File: src/rtl/ovi_store_streamer.sv
// ovi_store_streamer: buffers VPU store lines and streams them to the
// core memory port as addressed, byte-enabled packets.
// Ports:
//   CLK, RST                     clock, async active-high reset
//   START/_ADDR/_VL/_SEW         operation start pulse and descriptor
//   KILL                         abort; BUSY high outside IDLE
//   STORE_VALID/_DATA            VPU store lines (credit controlled)
//   STORE_CREDIT                 one pulse per drained line
//   MEM_VALID/_READY/_ADDR/_DATA/_BYEN  packet handshake to core
//   SYNC_END                     end-of-operation pulse
//   OVERFLOW                     sticky dropped-line flag
module ovi_store_streamer #(
  parameter int MEMDATA_W = 512,
  parameter int PKT_W     = 64,
  parameter int DEPTH     = 4,
  parameter int ADDR_W    = 32,
  parameter int VL_W      = 16
) (
  input  logic                 CLK,
  input  logic                 RST,
  input  logic                 START,
  input  logic [ADDR_W-1:0]    START_ADDR,
  input  logic [VL_W-1:0]      START_VL,
  input  logic [1:0]           START_SEW,
  input  logic                 KILL,
  output logic                 BUSY,
  input  logic                 STORE_VALID,
  input  logic [MEMDATA_W-1:0] STORE_DATA,
  output logic                 STORE_CREDIT,
  output logic                 MEM_VALID,
  input  logic                 MEM_READY,
  output logic [ADDR_W-1:0]    MEM_ADDR,
  output logic [PKT_W-1:0]     MEM_DATA,
  output logic [PKT_W/8-1:0]   MEM_BYEN,
  output logic                 SYNC_END,
  output logic                 OVERFLOW
);

  localparam int PB     = PKT_W / 8;
  localparam int LB     = MEMDATA_W / 8;
  localparam int P      = MEMDATA_W / PKT_W;
  localparam int LOG_PB = $clog2(PB);
  localparam int LOG_LB = $clog2(LB);
  localparam int TB_W   = VL_W + 3;
  localparam int CW     = TB_W + 1;
  localparam int KW     = (P > 1) ? $clog2(P) : 1;
  localparam int PW     = (DEPTH > 1) ? $clog2(DEPTH) : 1;
  localparam int NW     = $clog2(DEPTH + 1);

  typedef enum logic [1:0] {
    IDLE,
    STREAM,
    DONE
  } state_t;

  state_t state_q, state_d;

  logic [MEMDATA_W-1:0] buf_q [DEPTH];
  logic [PW-1:0]        head_q, tail_q;
  logic [NW-1:0]        cnt_q;
  logic [ADDR_W-1:0]    base_q, off_q;
  logic [TB_W-1:0]      tb_q;
  logic [CW-1:0]        np_q, nl_q;
  logic [CW-1:0]        sent_q, lines_q;
  logic [KW-1:0]        pk_q;
  logic                 credit_q, sync_q, ovf_q;

  logic [TB_W-1:0] tb_d;
  logic [CW-1:0]   np_d, nl_d;
  logic            take, hs, last, pop, push;
  logic            ovf_set, sync_d;
  logic [PB-1:0]   byen;
  int              rem;

  function automatic logic [PW-1:0] nxt(input logic [PW-1:0] p);
    return (p == PW'(DEPTH - 1)) ? '0 : p + PW'(1);
  endfunction

  assign tb_d = TB_W'(START_VL) << START_SEW;
  assign np_d = CW'(({1'b0, tb_d} + CW'(PB - 1)) >> LOG_PB);
  assign nl_d = CW'(({1'b0, tb_d} + CW'(LB - 1)) >> LOG_LB);

  assign take = (state_q == IDLE) && START && !KILL;
  assign MEM_VALID = (state_q == STREAM) && (cnt_q != '0);
  assign hs   = MEM_VALID && MEM_READY;
  assign last = (sent_q == np_q - CW'(1));
  assign pop  = hs && ((pk_q == KW'(P - 1)) || last);

  // A pop in the same cycle frees the head slot, so a full buffer
  // can still take a new line.
  assign push = STORE_VALID && !KILL
             && (state_q == STREAM)
             && (lines_q < nl_q)
             && ((cnt_q != NW'(DEPTH)) || pop);

  assign ovf_set = STORE_VALID && !push && !KILL;

  always_comb begin
    state_d = state_q;
    unique case (state_q)
      IDLE: begin
        if (START)
          state_d = (tb_d == '0) ? DONE : STREAM;
      end
      STREAM: begin
        if (hs && last)
          state_d = DONE;
      end
      DONE: begin
        if (sync_q)
          state_d = IDLE;
      end
      default: state_d = IDLE;
    endcase
    if (KILL)
      state_d = IDLE;
  end

  // SYNC_END follows the final handshake directly; a zero-length
  // operation spends one extra DONE cycle before its pulse.
  always_comb begin
    sync_d = 1'b0;
    if (!KILL) begin
      if ((state_q == STREAM) && hs && last)
        sync_d = 1'b1;
      else if ((state_q == DONE) && !sync_q)
        sync_d = 1'b1;
    end
  end

  always_ff @(posedge CLK or posedge RST) begin
    if (RST) begin
      state_q  <= IDLE;
      head_q   <= '0;
      tail_q   <= '0;
      cnt_q    <= '0;
      base_q   <= '0;
      off_q    <= '0;
      tb_q     <= '0;
      np_q     <= '0;
      nl_q     <= '0;
      sent_q   <= '0;
      lines_q  <= '0;
      pk_q     <= '0;
      credit_q <= 1'b0;
      sync_q   <= 1'b0;
      ovf_q    <= 1'b0;
    end else begin
      state_q  <= state_d;
      sync_q   <= sync_d;
      credit_q <= pop && !KILL;
      ovf_q    <= ovf_set || (ovf_q && !take);
      if (KILL) begin
        head_q <= '0;
        tail_q <= '0;
        cnt_q  <= '0;
      end else if (take) begin
        base_q  <= START_ADDR;
        tb_q    <= tb_d;
        np_q    <= np_d;
        nl_q    <= nl_d;
        off_q   <= '0;
        sent_q  <= '0;
        lines_q <= '0;
        pk_q    <= '0;
        head_q  <= '0;
        tail_q  <= '0;
        cnt_q   <= '0;
      end else begin
        if (push) begin
          tail_q  <= nxt(tail_q);
          lines_q <= lines_q + CW'(1);
        end
        if (pop)
          head_q <= nxt(head_q);
        cnt_q <= cnt_q + NW'(push) - NW'(pop);
        if (hs) begin
          sent_q <= sent_q + CW'(1);
          off_q  <= off_q + ADDR_W'(PB);
          pk_q   <= pop ? '0 : pk_q + KW'(1);
        end
      end
    end
  end

  always_ff @(posedge CLK) begin
    if (push)
      buf_q[tail_q] <= STORE_DATA;
  end

  assign rem = int'(tb_q & TB_W'(PB - 1));

  always_comb begin
    byen = '0;
    if (MEM_VALID) begin
      for (int i = 0; i < PB; i++)
        byen[i] = !(last && (rem != 0)) || (i < rem);
    end
  end

  assign MEM_ADDR = MEM_VALID ? base_q + off_q : '0;
  assign MEM_DATA = MEM_VALID
                  ? buf_q[head_q][pk_q * PKT_W +: PKT_W]
                  : '0;
  assign MEM_BYEN     = byen;
  assign BUSY         = (state_q != IDLE);
  assign STORE_CREDIT = credit_q;
  assign SYNC_END     = sync_q;
  assign OVERFLOW     = ovf_q;

endmodule
File: config.mk
export PLATFORM = sky130hd
export DESIGN_NAME = ovi_store_streamer
export DESIGN_NICKNAME = d
export VERILOG_FILES = /design/src/rtl/ovi_store_streamer.sv
export SDC_FILE = /design/constraint.sdc
export NUM_CORES = 2
export LEC_CHECK = 0
export BUFFER_PORTS_ARGS = -buffer_cell sky130_fd_sc_hd__buf_2
export CAP_MARGIN = 30
export CORE_ASPECT_RATIO = 1.4
export CORE_MARGIN = 5
export CORE_UTILIZATION = 29
export DETAILED_ROUTE_END_ITERATION = 10
export HOLD_SLACK_MARGIN = 0.08
export PLACE_DENSITY = 0.44
export RECOVER_POWER = 100
export SLEW_MARGIN = 25
export SYNTH_ARGS = -nofsm -noshare
export SYNTH_HDL_FRONTEND = slang
export SYNTH_SLANG_ARGS = --single-unit
File: constraint.sdc
create_clock -name CLK -period 36.9 [get_ports CLK]
set_clock_uncertainty 0.05 [all_clocks]
set_input_delay 1.845 -clock CLK [delete_from_list [all_inputs] [get_ports CLK]]
set_output_delay 1.845 -clock CLK [all_outputs]
set_load 0.01 [all_outputs]
---- Word level (Yosys, flattened, before mapping) ----
Memory sizes are Yosys's and may differ from the RTL's.
Index checks and enable logic that the tools add are counted.
word-level totals
  bits in registers ....................... 153
  RAM bits ................................ 2,048
  output and inout port bits .............. 109
  word-level logic and storage cells ...... 130
  memories ................................ 1
cells by class
  add/sub/neg operators ................... 12
  $lt $le $gt $ge ......................... 9
  eq/ne operators ......................... 10
  shift-type cells ........................ 2
  multiplexer cells ....................... 33
  bitwise logic cells ..................... 1
  reduce and logical (&&, ||, !) cells .... 47
memories
  memory  depth  bits a word  read ports  clocked after Yosys merged registers in  write ports  line  RTL
  buf_q   4      512          1           0                                        1            58    logic [MEMDATA_W-1:0] buf_q [DEPTH];
operator list
  cell                                                count
  variable part select 512 x 10 -> 64 bit             1
  two-way mux 32 bit                                  3
  two-way mux 20 bit                                  4
  two-way mux 64 bit                                  1
  adder 20 x 1 -> 20 bit, second input constant       2
  adder 32 bit                                        1
  adder 32 x 4 -> 32 bit, second input constant       1
  nonzero test 32 bit                                 1
  two-way mux 2 bit                                   13
  adder 19 x 3 -> 20 bit, second input constant       1
  adder 19 x 6 -> 20 bit, second input constant       1
  == test 20 bit                                      1
  < comparator 20 x 14 -> 1 bit                       1
  zero test 19 bit                                    1
  << shifter 16 x 2 -> 19 bit                         1
  logical AND 1 bit                                   18
  subtractor 17 x 1 -> 18 bit, second input constant  1
  two-way mux 3 bit                                   5
  < comparator 3 bit, first input constant            4
  logical OR 1 bit                                    11
  != test 3 bit, second input constant                3
  nonzero test 3 bit                                  3
  two-way mux 8 bit                                   1
  == test 2 bit, second input constant                3
  other kinds (17)                                    32

---- Logic depth before layout (Yosys ltp) ----
  depth in word-level cells ............... 10
  gate-level depth with buffers ........... 17
  gate-level depth less buffers ........... 17

---- Worst setup path after synthesis ----
OpenSTA, ideal clock, no wires.
  kind .................................... input to register
  from .................................... input KILL
  to ...................................... memory buf_q[0][0] (enable)
  library setup time ...................... 1.402 ns
  arrival time ............................ 24.941 ns
  data required time ...................... 35.448 ns
  setup slack ............................. 10.507 ns
  stages .................................. 10
  cells stage by stage .................... clkbuf_1 > nor4_1 > nand3_1 > a221oi_1 > o31a_1 > a21boi_0 > nor2_4 > buf_6 > clkbuf_1 > nor2_1
on the way
  cells in the longest elaborated chain, start to end .. 7
RTL lines
  what                                     line  RTL
  start, declared                          25    input logic KILL,
  zero test 1 bit                          91    assign push = STORE_VALID && !KILL
  logical AND 1 bit                        91
  logical AND 1 bit                        92    && (state_q == STREAM)
  logical AND 1 bit                        93    && (lines_q < nl_q)
  logical AND 1 bit                        94    && ((cnt_q != NW'(DEPTH)) || pop);
  two-way mux 1 bit                        187   if (push)
  two-way mux 1 bit (not written as such)  188   buf_q[tail_q] <= STORE_DATA;
  end, declared                            58
Every way passes these cells.

---- Worst setup path in the final report ----
  from .................................... register state_q[0]
  to ...................................... memory buf_q[3][334] (enable)
on the way
  cells in the longest elaborated chain, start to end .. 8
  elaborated cells between the ends (all ways) .. 10
  classes of those cells .................. 1 x eq/ne; 2 x mux; 7 x reduce/logical
RTL lines
  what                                         line    RTL
  start, declared                              56      state_t state_q, state_d;
  start signal, assigned                       149     state_q <= state_d;
  == test 2 x 1 -> 1 bit (*)                   84, 92
  logical AND 1 bit                            84      assign MEM_VALID = (state_q == STREAM) && (cnt_q != '0);
  logical AND 1 bit                            85      assign hs = MEM_VALID && MEM_READY;
  logical AND 1 bit                            87      assign pop = hs && ((pk_q == KW'(P - 1)) || last);
  logical OR 1 bit                             94
  logical AND 1 bit (*)                        94
  two-way mux 1 bit (*)                        187
  two-way mux 1 bit (not written as such) (*)  188
Every way passes the cells marked *; elsewhere a longest branch is shown, timed or not.

==> metrics <==
outcome complete, but fails checks; failing checks max-capacitance violations, max-slew violations; FP Rows 238; setup violators final 0; IO Port Bufs 676; Final Cell Area between 0.1 and 0.15 sq mm; total of warnings raised by yosys 0; Cell Area, Synth between 0.08 and 0.09 sq mm; crit start category flip-flop; busiest metal layer after global routing met2; top-count cell post-synth edfxtp_1; relative slew slack -491%; setup TNS 0 ps; Worst-Margin Slew 8860 ps; Post-CTS Resized 0; worst skew pair latency 880 ps; highest clock rate 49.9 MHz; I/O pin cnt between 600 and 700; DR vias/cell between 4 and 5; Core Footprint between 0.2 and 0.3 sq mm; Post-Synth Adder-Cell Area 0.784%; WL/cell roughly 26 um; Num Clock Sinks approximately 2,200; first-pass GRT wire length roughly 340 mm; Mean Syn Cell Area about 21 sq um; hpwl dp approximately 150 mm; Pins Over Slew Limit around 3,100; share of Yosys cell area claimed by the top area cell type between 70% and 80%; GR Util met1 between 10% and 20%; leakage power 0.0310 uW; VDD IR max roughly 0.042 mV; synthesized net count about 4,700; clock root buffer clkbuf_16; simple-gate share of the synthesized area 3.09%; largest area contributor in the netlist edfxtp_1; Clock Pin Slew Worst Setup and Hold Paths 60 ps; placed cell area 0.0956 sq mm; maximum buffer depth of the clock tree 4; nets about 5,500; die width around 470 um; Post-route DRC 0; largest net degree at the start of global routing between 100 and 150; Placer Congestion a little under 0.8; Async SR Flop Fraction slightly below 7%; DR iter-0 viols 2,609; final critical-path share of the clock period between 50% and 60%; met2 GRT Util between 20% and 30%; routed via count about 43,000; initial antenna violation count 147; synth cell count leaders edfxtp_1 (2,048), mux4_2 (645), nand2_1 (207); H-tree depth 4; synth-to-layout area growth 16.5%; Tot GR Track Use ~15%; Die ar. ~0.31 sq mm; initial core utilization between 20% and 30%; Total Wirelength between 200 and 250 mm; most used flip-flop cell after synthesis edfxtp_1; post-synthesis cell type count 64; Final min period about 20,000 ps; grt ovf 0; max cap viols 66; TritonCTS Buffers ~230; Post-synth EDFFs a little over 2,000; setup repair after global routing missed its margin no; postcts setup bufs 0; # hold bufs at CTS 0; largest family of logic cells by synthesized area multiplexers; critical path endpoint category flip-flop; Die Ht 659 um; vias in the first global route 46,197; DR pass1 iterations 5; Hold Crit Class reg -> reg; main area contributors after synthesis edfxtp_1 (71%), mux4_2 (17%), dfrtp_1 (4.3%); Seq/Total Area, Yosys between 70% and 80%; Worst EP required 37,310 ps; Post-Synthesis Cells a little over 4,000; PwrDens between 50 and 60 mW/mm^2; Critical Path Fanout Max 57; share of layout cells above drive strength 1 a little over a fifth; final hold vios 0; GR Util met3 roughly 4.2%; xor and xnor area share after synthesis approximately 1.1%; antenna viol nets, final 0; Synth Register Bits between 2,000 and 2,500; Worst EP arrival slightly above 20,000 ps; post-synthesis compound-gate area fraction 1.37%; portion of netlist area occupied by mux cells ~18%; Core Util, Final approximately 34%; critical path class reg -> reg; CTS tree yes
## report_power, final
part | internal (uW) | total [uW] | switching [uW]
logic | 69.5 | 186 | 117
clock network | 1230 | 2200 | 971
registers | 2760 | 2780 | 19.9
## state kept, by name, indices dropped and copies added, names as in the netlist
| name | cells |
|---|---|
| OVERFLOW | 1 |
| STORE_CREDIT | 1 |
| SYNC_END | 1 |
| base_q | 32 |
| buf_q | 2048 |
| cnt_q | 3 |
| head_q | 2 |
| lines_q | 20 |
| nl_q | 14 |
| np_q | 17 |
| off_q | 29 |
| pk_q | 3 |
| sent_q | 20 |
| state_q | 2 |
| tail_q | 2 |
| tb_q | 3 |
## path summary, 6_finish.rpt
check                                        from                 endpoint  slack [ps]  cells past startpoint
max                        state_q[0]$_DFFE_PP0P_  buf_q[3][334]$_DFFE_PP_       16840                     13
min reg2reg                 base_q[2]$_DFFE_PP0P_    base_q[2]$_DFFE_PP0P_         420                      2
max reg2reg                state_q[0]$_DFFE_PP0P_  buf_q[3][334]$_DFFE_PP_       16840                     13
max in group asynchronous                     RST   base_q[22]$_DFFE_PP0P_       30340                      3
min                         base_q[2]$_DFFE_PP0P_    base_q[2]$_DFFE_PP0P_         420                      2
min in group asynchronous                     RST   STORE_CREDIT$_DFF_PP0_        2320                      2
## layout by cell type (no fill, tap or decap), types with 7 or more instances in the layout
cell type / netlist / routed
a211oi_1: 11 / 11
a21o_1: 9 / 9
a21oi_1: 43 / 43
and2_0: 0 / 7
and2_1: 15 / 8
and3_1: 12 / 12
buf_2: 2 / 71
buf_4: 0 / 17
bufinv_16: 0 / 11
clkbuf_1: 138 / 724
clkbuf_16: 0 / 231
clkinv_1: 0 / 48
clkinv_2: 0 / 37
clkinvlp_4: 0 / 13
dfrtp_1: 150 / 146
diode_2: 0 / 28
edfxtp_1: 2048 / 2048
ha_1: 53 / 53
inv_1: 49 / 48
mux2i_1: 82 / 82
mux4_2: 645 / 645
nand2_1: 207 / 207
nand2b_1: 10 / 10
nand3_1: 38 / 38
nand4_1: 18 / 18
nor2_1: 195 / 193
nor2b_1: 12 / 12
nor3_1: 27 / 27
nor4_1: 10 / 10
o211ai_1: 9 / 9
o21ai_0: 64 / 64
o31ai_1: 7 / 7
or3_1: 16 / 16
or4_1: 10 / 10
xnor2_1: 47 / 47
xor2_1: 61 / 61
## per-stage QoR
stage | power [uW] | worst slack, ps | instances | hold slack [ps]
floorplan | 2950 | 10510 | 4125 | 387
global placement | 3030 | 27230 | 8636 | 402
detailed placement | 3030 | 27210 | 8642 | 409
CTS | 5260 | 27200 | 9054 | 421
global route | 5370 | 14540 | 9063 | 435
finish | 5170 | 16840 | 9083 | 421
## critical path: stages, from the launching register on
cell      delay, ps
dfrtp_1         590
nand2b_1        130
or2_0           900
inv_1           570
nand3_1         140
a21boi_0        590
nor2_1          630
nor2_4          200
clkbuf_1       2550
clkbuf_1       2870
clkbuf_1       2710
clkbuf_1       2550
clkbuf_1       2940
clkbuf_1       1860
## cell type report
type / instances / area (sq um)
Sequential cell: 2198 / 65300
Clock buffer: 290 / 6020
Multi-Input combinational cell: 1677 / 20900
Tap cell: 3960 / 4950
Antenna cell: 28 / 70.1
Inverter: 49 / 185
Fill cell: 28635 / 198000
Clock inverter: 122 / 1010
Timing Repair Buffer: 759 / 3070
## cells by family (layout without fill, tap and decap cells)
family                     count (synthesis)  after routing
AOI/OAI and AO/OA                        190            190
DFF                                     2198           2198
buffers and inverters                    250           1220
and+or+nand+nor                          593            593
other                                      0             28
muxes                                    732            732
adders and majority gates                 54             54
xor gates and xnor gates                 108            108
## per-layer routing
metal,vias to the layer above,part of all wire [%]
met5,-,0.33
met4,118,2.5
met3,521,6.5
met2,1071,51
met1,22748,40
li1,18635,-
No activity file was read; power rests on OpenSTA's default activity.
